[config.mk]
export PLATFORM = sky130hd
export DESIGN_NAME = demux_dispatcher_flat
export DESIGN_NICKNAME = d
export VERILOG_FILES = /design/src/rtl/demux_dispatcher_if.sv /design/src/rtl/demux_dispatcher.sv /design/src/flat_wrapper.sv
export SDC_FILE = /design/constraint.sdc
export NUM_CORES = 1
export LEC_CHECK = 0
export BUFFER_PORTS_ARGS = -buffer_cell sky130_fd_sc_hd__buf_2
export CELL_PAD_IN_SITES_DETAIL_PLACEMENT = 1
export CELL_PAD_IN_SITES_GLOBAL_PLACEMENT = 1
export CORE_ASPECT_RATIO = 0.6
export CORE_MARGIN = 3
export CORE_UTILIZATION = 30
export CTS_BUF_LIST = sky130_fd_sc_hd__clkbuf_16
export CTS_CLUSTER_SIZE = 8
export DETAILED_ROUTE_END_ITERATION = 10
export PLACE_DENSITY = 0.65
export SLEW_MARGIN = 40
export SYNTH_ARGS = -nofsm -noshare
export SYNTH_HDL_FRONTEND = slang
export SYNTH_SLANG_ARGS = --single-unit
[constraint.sdc]
create_clock -name clk -period 3.5 [get_ports clk]
set_input_delay 0.525 -clock clk [delete_from_list [all_inputs] [get_ports clk]]
set_output_delay 0.525 -clock clk [all_outputs]
set_load 0.05 [all_outputs]
[src/rtl/demux_dispatcher_if.sv]
// Handshake and demux-drive bundle between an upstream bit source and the
// dispatcher. The master side offers bits; the slave side (dispatcher) accepts
// them and drives the downstream demux1to4 select/data lines.
interface demux_dispatcher_if;
  logic       bit_in;
  logic       bit_valid;
  logic       bit_ready;
  logic       rr_en;
  logic [1:0] chan_req;
  logic       demux_in;
  logic [1:0] demux_sel;
  logic       busy;
  logic       wrap;

  modport master (
    output bit_in, bit_valid, rr_en, chan_req,
    input  bit_ready, demux_in, demux_sel, busy, wrap
  );

  modport slave (
    input  bit_in, bit_valid, rr_en, chan_req,
    output bit_ready, demux_in, demux_sel, busy, wrap
  );
endinterface

[src/rtl/demux_dispatcher.sv]
// Front-end for demux1to4: accepts one bit at a time over valid/ready, steers
// it to a channel (round-robin or explicit), holds it for DWELL cycles, then
// forces the data line low for GAP cycles before accepting the next bit.
// demux_sel only ever changes on an accept, when demux_in was 0 the cycle
// before, so the downstream demux never sees a select change under a high bit.
module demux_dispatcher #(
  parameter int DWELL     = 4,
  parameter int GAP       = 1,
  parameter int START_SEL = 0
) (
  input  logic              clk,
  input  logic              reset,
  demux_dispatcher_if.slave bus
);

  typedef enum logic [1:0] {ST_IDLE, ST_DRIVE, ST_GAP} state_t;

  localparam logic [7:0] DWELL_LOAD = 8'(DWELL - 1);
  // Only used when GAP is nonzero; with GAP==0 the gap state is skipped.
  localparam logic [7:0] GAP_LOAD   = 8'(GAP - 1);
  localparam logic [1:0] SEL_INIT   = 2'(START_SEL);
  localparam bit         GAP_EN     = (GAP != 0);

  state_t     state_reg, state_next;
  logic       din_reg, din_next;
  logic [1:0] sel_reg, sel_next;
  logic [1:0] ptr_reg, ptr_next;
  logic [7:0] dwell_reg, dwell_next;
  logic [7:0] gap_reg, gap_next;
  logic       wrap_reg, wrap_next;

  // State and datapath registers; reset wins over everything else.
  always_ff @(posedge clk) begin
    if (reset) begin
      state_reg <= ST_IDLE;
      din_reg   <= 1'b0;
      sel_reg   <= SEL_INIT;
      ptr_reg   <= SEL_INIT;
      dwell_reg <= 8'd0;
      gap_reg   <= 8'd0;
      wrap_reg  <= 1'b0;
    end else begin
      state_reg <= state_next;
      din_reg   <= din_next;
      sel_reg   <= sel_next;
      ptr_reg   <= ptr_next;
      dwell_reg <= dwell_next;
      gap_reg   <= gap_next;
      wrap_reg  <= wrap_next;
    end
  end

  // Next-state and next-output logic for the IDLE -> DRIVE -> GAP sequence.
  always_comb begin
    state_next = state_reg;
    din_next   = din_reg;
    sel_next   = sel_reg;
    ptr_next   = ptr_reg;
    dwell_next = dwell_reg;
    gap_next   = gap_reg;
    wrap_next  = 1'b0;

    unique case (state_reg)
      ST_IDLE: begin
        din_next = 1'b0;
        if (bus.bit_valid) begin
          din_next   = bus.bit_in;
          sel_next   = bus.rr_en ? ptr_reg : bus.chan_req;
          dwell_next = DWELL_LOAD;
          state_next = ST_DRIVE;
          if (bus.rr_en) begin
            ptr_next  = ptr_reg + 2'd1;
            wrap_next = (ptr_reg == 2'd3);
          end
        end
      end
      ST_DRIVE: begin
        if (dwell_reg != 8'd0) begin
          dwell_next = dwell_reg - 8'd1;
        end else begin
          din_next = 1'b0;
          if (GAP_EN) begin
            gap_next   = GAP_LOAD;
            state_next = ST_GAP;
          end else begin
            state_next = ST_IDLE;
          end
        end
      end
      ST_GAP: begin
        if (gap_reg != 8'd0) begin
          gap_next = gap_reg - 8'd1;
        end else begin
          state_next = ST_IDLE;
        end
      end
      default: begin
        state_next = ST_IDLE;
        din_next   = 1'b0;
      end
    endcase
  end

  assign bus.bit_ready = (state_reg == ST_IDLE);
  assign bus.busy      = (state_reg != ST_IDLE);
  assign bus.demux_in  = din_reg;
  assign bus.demux_sel = sel_reg;
  assign bus.wrap      = wrap_reg;

endmodule

[src/flat_wrapper.sv]
// flat-port wrapper written by rule: the top's interface ports become plain ports
module demux_dispatcher_flat 
#(
  parameter int DWELL     = 4,
  parameter int GAP       = 1,
  parameter int START_SEL = 0
)
  (clk, reset, bus_bit_in, bus_bit_valid, bus_rr_en, bus_chan_req, bus_bit_ready, bus_demux_in, bus_demux_sel, bus_busy, bus_wrap);
  demux_dispatcher_if bus_i ();
  input  logic clk;
  input  logic reset;
  input wire logic [$bits(bus_i.bit_in)-1:0] bus_bit_in;
  input wire logic [$bits(bus_i.bit_valid)-1:0] bus_bit_valid;
  input wire logic [$bits(bus_i.rr_en)-1:0] bus_rr_en;
  input wire logic [$bits(bus_i.chan_req)-1:0] bus_chan_req;
  output wire logic [$bits(bus_i.bit_ready)-1:0] bus_bit_ready;
  output wire logic [$bits(bus_i.demux_in)-1:0] bus_demux_in;
  output wire logic [$bits(bus_i.demux_sel)-1:0] bus_demux_sel;
  output wire logic [$bits(bus_i.busy)-1:0] bus_busy;
  output wire logic [$bits(bus_i.wrap)-1:0] bus_wrap;
  assign bus_i.bit_in = bus_bit_in;
  assign bus_i.bit_valid = bus_bit_valid;
  assign bus_i.rr_en = bus_rr_en;
  assign bus_i.chan_req = bus_chan_req;
  assign bus_bit_ready = bus_i.bit_ready;
  assign bus_demux_in = bus_i.demux_in;
  assign bus_demux_sel = bus_i.demux_sel;
  assign bus_busy = bus_i.busy;
  assign bus_wrap = bus_i.wrap;
  demux_dispatcher #(.DWELL(DWELL), .GAP(GAP), .START_SEL(START_SEL)) u_core (.clk(clk), .reset(reset), .bus(bus_i));
endmodule
==> impl_results.md, run 1 <==
- IO Pins: 13
- Crit Path Class: reg2reg
- Mapped Area: 1260 sq um
- Max-cap violations: 0
- CP Cell Sequence: inv_1 -> ha_1 -> nor3b_1 -> nand3_2 -> a2111oi_0 -> mux2i_1
- Die Y: 56.1 um
- Largest delay share family, worst path: simple AND/OR/NAND/NOR gates
- Max-slew violation count: 0
- CTS tree: built
- Drt pass-1 iters: 4
- Initial antenna violation count: 0
- Skew-Pair Late Insertion Delay: 0.26 ns
- Hold Slack: 0.485 ns
- Clock sinks: 24
- Syn. warnings: 0
- Setup TNS: 0 ns
- Relative slew slack: 53.9%
- Clk root buf: clkbuf_16
- Drt total wl: 3020 um
- Mapped Nets: ~150
- H-Tree Depth: 1
- Post-CTS setup buffers: 0
- First-pass GRT wire length: about 5100 um
- CTS Hold Buffers Added: 0
- Fin area: between 1000 and 1500 sq um
- Initial DRC count: 23
- Synth Register Bits: 24
- FF/Latch Area: 480 sq um
- Yosys cell types: 30
- Average via count per standard cell: 5.16
- Via count: 1079
- Worst Hold Class: reg2reg
- Routed Antenna Nets: 0
- # fillers: 445
- Area leader, netlist: dfxtp_1
- Starting Density: 32.6%
- Clk buf depth: 2
- Number of global-route vias before repair: 1093
- Routed wire per std cell: ~14 um
- Sequential share of the synthesized area: 38.2%
- Lkg Pwr: ~0.60 nW
- Synth top area cells: dfxtp_1 (38%), mux2i_1 (9.6%), ha_1 (5.0%)
- CTS Buf Count: 3
- Synth top area share: 38.2%
- Min cycle time layout: 2.33 ns
- Die width: between 80 and 90 um
- Placed Area: around 1400 sq um
- Setup Skew: 0.00550 ns
- Layout cells sized above 1: 15.1%
- Largest net degree at the start of global routing: 22
- Startpoint types: flop
- Final hold violations: 0
- Post-Synthesis Cells: 141
- Final setup fails: 0
- Pwr Total: ~1 mW
- GRT Residual Overflow: 0
- Worst vdd ir: 188 uV
- Row cnt: 17
- Final nets: ~170
- DP HPWL: 2310 um
- Highest Clock Rate: 0.428 GHz
- GP Congestion: 0.715
- Port bufs: 12
- Status: finished clean
- Antenna diodes: 0
- Reg2Reg Setup Slack: 1.17 ns
- DR DRC count: 0
- Post-synthesis to final-layout area growth: 16.4%
- Critical Path RT: 3.68 ns
- Worst EP arrival: around 2.5 ns
- Core ar.: roughly 3800 sq um
- Crit end category: flop
- RSZ-0062 raised after global routing: false
- Total track usage: 13.1%
- Power per cell area: approximately 700 nW/um^2
- Critical-path maximum fanout: 9
- Area of the multi-input gates: 738 sq um
- Slowest-stage cell, CP: a2111oi_0
- CTS resizes: 0
- CP peak stage delay: 0.59 ns
- Die footprint: about 5000 sq um
- Clock Pin Slew Worst Setup and Hold Paths: 0.06 ns
- CP Buf/Inv Count: 1
- Syn avg cell area: slightly below 9 sq um
- Measured slew at the worst slew-check pin: 0.689 ns
- Final period utilization: 66.7%
[layout make-up]
cell class / instances / area share (%)
sequential: 24 / 32.8
inverter: 8 / 2.05
tap: 57 / 4.88
multi-input combinational: 104 / 50.5
timing repair buffer: 13 / 4.62
clock buffer: 3 / 5.13
[per-layer routing]
layer,share of wire [%],wire length (um),global-route usage [%]
met1,51,1530,17.4
met2,45,1370,20.7
met3,3.5,105,4.44
met4,0.56,17,1.91
met5,0,0,0
[Yosys cell counts]
cell type / n
ha_1: 5
nand3_1: 4
a31oi_1: 1
a21oi_1: 8
o211ai_1: 2
o2111ai_1: 2
or4_1: 2
o31ai_1: 2
or3_1: 7
o21ai_0: 2
clkbuf_1: 5
nor2_1: 10
nor3b_1: 3
nor2b_1: 2
o41ai_4: 1
dfxtp_1: 24
nand2_1: 16
nor4_4: 1
a211oi_1: 6
nand2b_1: 7
a2111oi_0: 2
xor2_1: 1
nor3_1: 3
o41a_1: 1
mux2i_1: 12
a21boi_1: 1
a21bo_2: 1
inv_1: 8
or4_4: 1
nand3_2: 1
[cells in the final DEF, fill, tap and decap left out, drive strengths merged, types with 2 or more instances in the layout]
| master | instances |
|---|---|
| or4 | 3 |
| a211oi | 6 |
| o31ai | 2 |
| nor2 | 10 |
| clkbuf | 3 |
| buf | 13 |
| nand2b | 7 |
| a21oi | 8 |
| nor2b | 2 |
| nand2 | 16 |
| o2111ai | 2 |
| o21ai | 2 |
| mux2i | 12 |
| a2111oi | 2 |
| or3 | 7 |
| nand3 | 5 |
| dfxtp | 24 |
| ha | 5 |
| inv | 8 |
| o211ai | 2 |
| nor3b | 3 |
| nor3 | 3 |
[path summary, 6_finish.rpt]
kind                                          end  depth (start not counted)                start
worst max-delay path            u_core.gap_reg[4]                          6  u_core.dwell_reg[0]
worst min-delay path            u_core.gap_reg[5]                          2    u_core.gap_reg[5]
worst min register to register  u_core.gap_reg[5]                          2    u_core.gap_reg[5]
worst max register to register  u_core.gap_reg[4]                          6  u_core.dwell_reg[0]
[worst register-to-register path, cell delays in order (launching register included)]
cell and delay, ns:
dfxtp_1 0.35, inv_1 0.11, ha_1 0.14, nor3b_1 0.49
nand3_2 0.31, a2111oi_0 0.59, mux2i_1 0.27
[stage by stage]
step,worst slack [ns],std cells,utilization (%)
6_report,1.17,209,38.0
5_1_grt,0.886,209,38.0
4_1_cts,1.16,209,38.0
3_5_place_dp,1.24,206,36.0
3_3_place_gp,1.49,206,35.9
2_1_floorplan,1.48,141,-
[logic make-up after synthesis]
group / share of synthesized area, %
adder cells (fa/ha/maj): 4.98
AND/OR/NAND/NOR: 24.9
flip-flops: 38.2
buffers and inverters: 3.88
AO/OA/AOI/OAI: 17.7
multiplexers: 9.56
XOR/XNOR: 0.697
[report_power, final]
| group | switching [mW] | internal, mW | leakage (nW) |
|---|---|---|---|
| registers | 0.0635 | 0.327 | 0.196 |
| clock network | 0.0939 | 0.151 | 0.0370 |
| logic | 0.234 | 0.155 | 0.367 |
Note: power is estimated with default switching activity, not from simulation.
==> inputs of run 2 (changes only) <==
- ABC_AREA: not set -> 1
- PLACE_DENSITY: 0.65 -> 0.67
- clock period: 3.5 -> 2.25 ns (I/O delays scaled with it)
==> impl_results.md, run 2 <==
- Status: finished clean
- # placed instances: 255
- Post-CTS setup buffers: 0
- Critical-path maximum fanout: 8
- Top cells by count, synth: nand2_1 (35), nor2_1 (35), dfxtp_1 (24)
- Initial DRC count: 64
- Mapped Area: 1330 sq um
- Largest net degree at the start of global routing: 16
- Power per cell area: 859 nW/um^2
- Max-slew violation count: 0
- Max-cap violations: 0
- Worst vdd ir: between 300 and 400 uV
- IO Pins: 13
- Port bufs: 12
- Top FF cell, synth: dfxtp_1
- Yosys cell types: 21
- Synth Register Bits: 24
- Synth top area share: between 30% and 40%
- Area leader, netlist: dfxtp_1
- Part of the power in combinational logic: 33.2%
- Average via count per standard cell: 4.50
- Lkg Pwr: a little over 0.7 nW
- Sequential share of the synthesized area: 36.1%
- Via count: 1165
- Worst EP arrival: around 1.8 ns
- Die width: 92.0 um
- CTS Hold Buffers Added: 0
- CP peak stage delay: 0.30 ns
- Initial antenna violation count: 0
- Die Y: 57.6 um
- Drt pass-1 iters: 4
- Startpoint types: flop
- Crit end category: flop
- Layout cells sized above 1: 14.6%
- Post-Synthesis Cells: roughly 180
- Synth top area cells: dfxtp_1 (36%), nand2_1 (9.9%), nor2_1 (9.9%)
- Most frequent cells in the layout: nor2_1 (35), nand2_1 (35), dfxtp_1 (24)
- CP most frequent cell: nor2_1
- Setup Skew: ~0.0028 ns
- CP Buf/Inv Count: 1
- H-Tree Depth: 1
- CP Cell Sequence: inv_1 -> ha_1 -> nand3_4 -> o21ai_1 -> nand2_1 -> nor2_1 -> nor2_1 -> nor2_1
- CTS resizes: 0
- Clk pwr share: 29.5%
- P_sw: 0.486 mW
- Die footprint: 5290 sq um
- Slowest-stage cell, CP: dfxtp_1
- Crit Path Class: reg2reg
- Internal power: 0.843 mW
- CTS tree: built
- CTS Buf Count: 3
- Routed Antenna Nets: 0
- Syn avg cell area: 7.27 sq um
- Clock Pin Slew Worst Setup and Hold Paths: 0.06 ns
- Clk root buf: clkbuf_16
- Final setup fails: 0
- Critical Path RT: 2.45 ns
- Routed wire per std cell: between 10 and 15 um
- RSZ-0062 raised after global routing: false
- Worst Hold Class: in2reg
- DP HPWL: 2500 um
- Post-synthesis to final-layout area growth: 16.4%
- Mapped Nets: 195
- Measured slew at the worst slew-check pin: 0.310 ns
- Starting Density: 31.8%
- Switching Fraction: 36.6%
- DR DRC count: 0
- Highest Clock Rate: 0.630 GHz
- Clock sinks: 24
- EDFF count, synth: 0
- Final nets: 212
- Core ar.: 4190 sq um
- Non-Filler Instances: 259
- Clk buf depth: 2
- Final hold violations: 0
- Syn. warnings: 0
- Number of global-route vias before repair: 1186
- GRT Residual Overflow: 0
- GP Congestion: 0.782
- Final period utilization: 70.6%
- Total track usage: 13.4%
- Row cnt: 18
- Antenna diodes: 0
- Async set or reset register ratio after synthesis: 0%
- Min cycle time layout: between 1.5 and 2 ns
- Drt total wl: 3180 um
- Setup TNS: 0 ns
- Relative slew slack: a little under 80%
- First-pass GRT wire length: ~5700 um
- Skew-Pair Late Insertion Delay: 0.26 ns
- Sequential power share: 37.4%
- Largest delay share family, worst path: simple AND/OR/NAND/NOR gates
run 2: cell count changes in the layout (fill, tap and decap cells not counted), moves of 5 or more:
cell,delta
nand3_1,+7
o21ai_0,+5
or3_1,-7
xor2_1,+5
nor2_1,+25
a211oi_1,-6
mux2i_1,-11
nand2_1,+19
inv_1,+12
a21oi_1,+11
nand2b_1,-7
run 2: layout make-up:
type                       count  area [sq um]
clock inverter                 1          3.75
inverter                      20          75.1
timing repair buffer          13          67.6
sequential                    24           480
tap                           60          75.1
fill                         542          2640
clock buffer                   3          75.1
multi-input combinational    138           771
run 2: per-stage QoR:
| stage | total power, mW | worst slack (ns) | area, sq um | util (%) | hold WS [ns] |
|---|---|---|---|---|---|
| after floorplan | 0.849 | 0.148 | 1330 | - | 0.403 |
| after global placement | 0.942 | 0.755 | 1470 | 35.1 | 0.417 |
| after detailed placement | 0.950 | 0.683 | 1470 | 35.1 | 0.445 |
| after CTS | 1.35 | 0.653 | 1550 | 36.9 | 0.339 |
| after global routing | 1.43 | 0.422 | 1550 | 36.9 | 0.351 |
| final | 1.33 | 0.662 | 1550 | 36.9 | 0.341 |
run 2: logic make-up (layout without fill, tap and decap cells):
family	Yosys count	count (layout)	share of synthesized area, %
multiplexers	1	1	0.753
flip-flops	24	24	36.1
adder cells (fa/ha/maj)	5	5	4.70
AO/OA/AOI/OAI	28	28	11.4
buffers and inverters	21	37	5.93
XOR/XNOR	6	6	3.95
AND/OR/NAND/NOR	98	98	37.2
run 2: tightest hold or removal path, stage by stage:
cell and delay (ns):
buf_2 0.09, nand2_1 0.05, a21oi_1 0.06
run 2: layer usage:
layer,up-vias,part of all wire (%),GRT usage [%],wire [um]
li1,616,-,-,-
met2,19,39,19.7,1240
met4,0,0.38,1.90,12
met1,528,58,20.4,1830
met3,2,3.0,2.77,95
met5,-,0,0,0
run 2: power by group through the flow:
stage                     clock network (mW)  logic, mW  registers (mW)
after floorplan                            0      0.332           0.517
after global placement                     0      0.437           0.505
after detailed placement                   0      0.445           0.505
after CTS                              0.406      0.447           0.496
after global routing                   0.423      0.502           0.501
final                                  0.392      0.441           0.496
run 2: worst paths after layout:
| path | slack [ns] | cells past startpoint | from | endpoint |
|---|---|---|---|---|
| max | 0.66 | 8 | u_core.dwell_reg[0] | u_core.dwell_reg[7] |
| min | 0.34 | 3 | bus_bit_in | u_core.bus.demux_in |
| max reg2reg | 0.66 | 8 | u_core.dwell_reg[0] | u_core.dwell_reg[7] |
| min reg2reg | 0.46 | 1 | u_core.gap_reg[0] | u_core.gap_reg[0] |
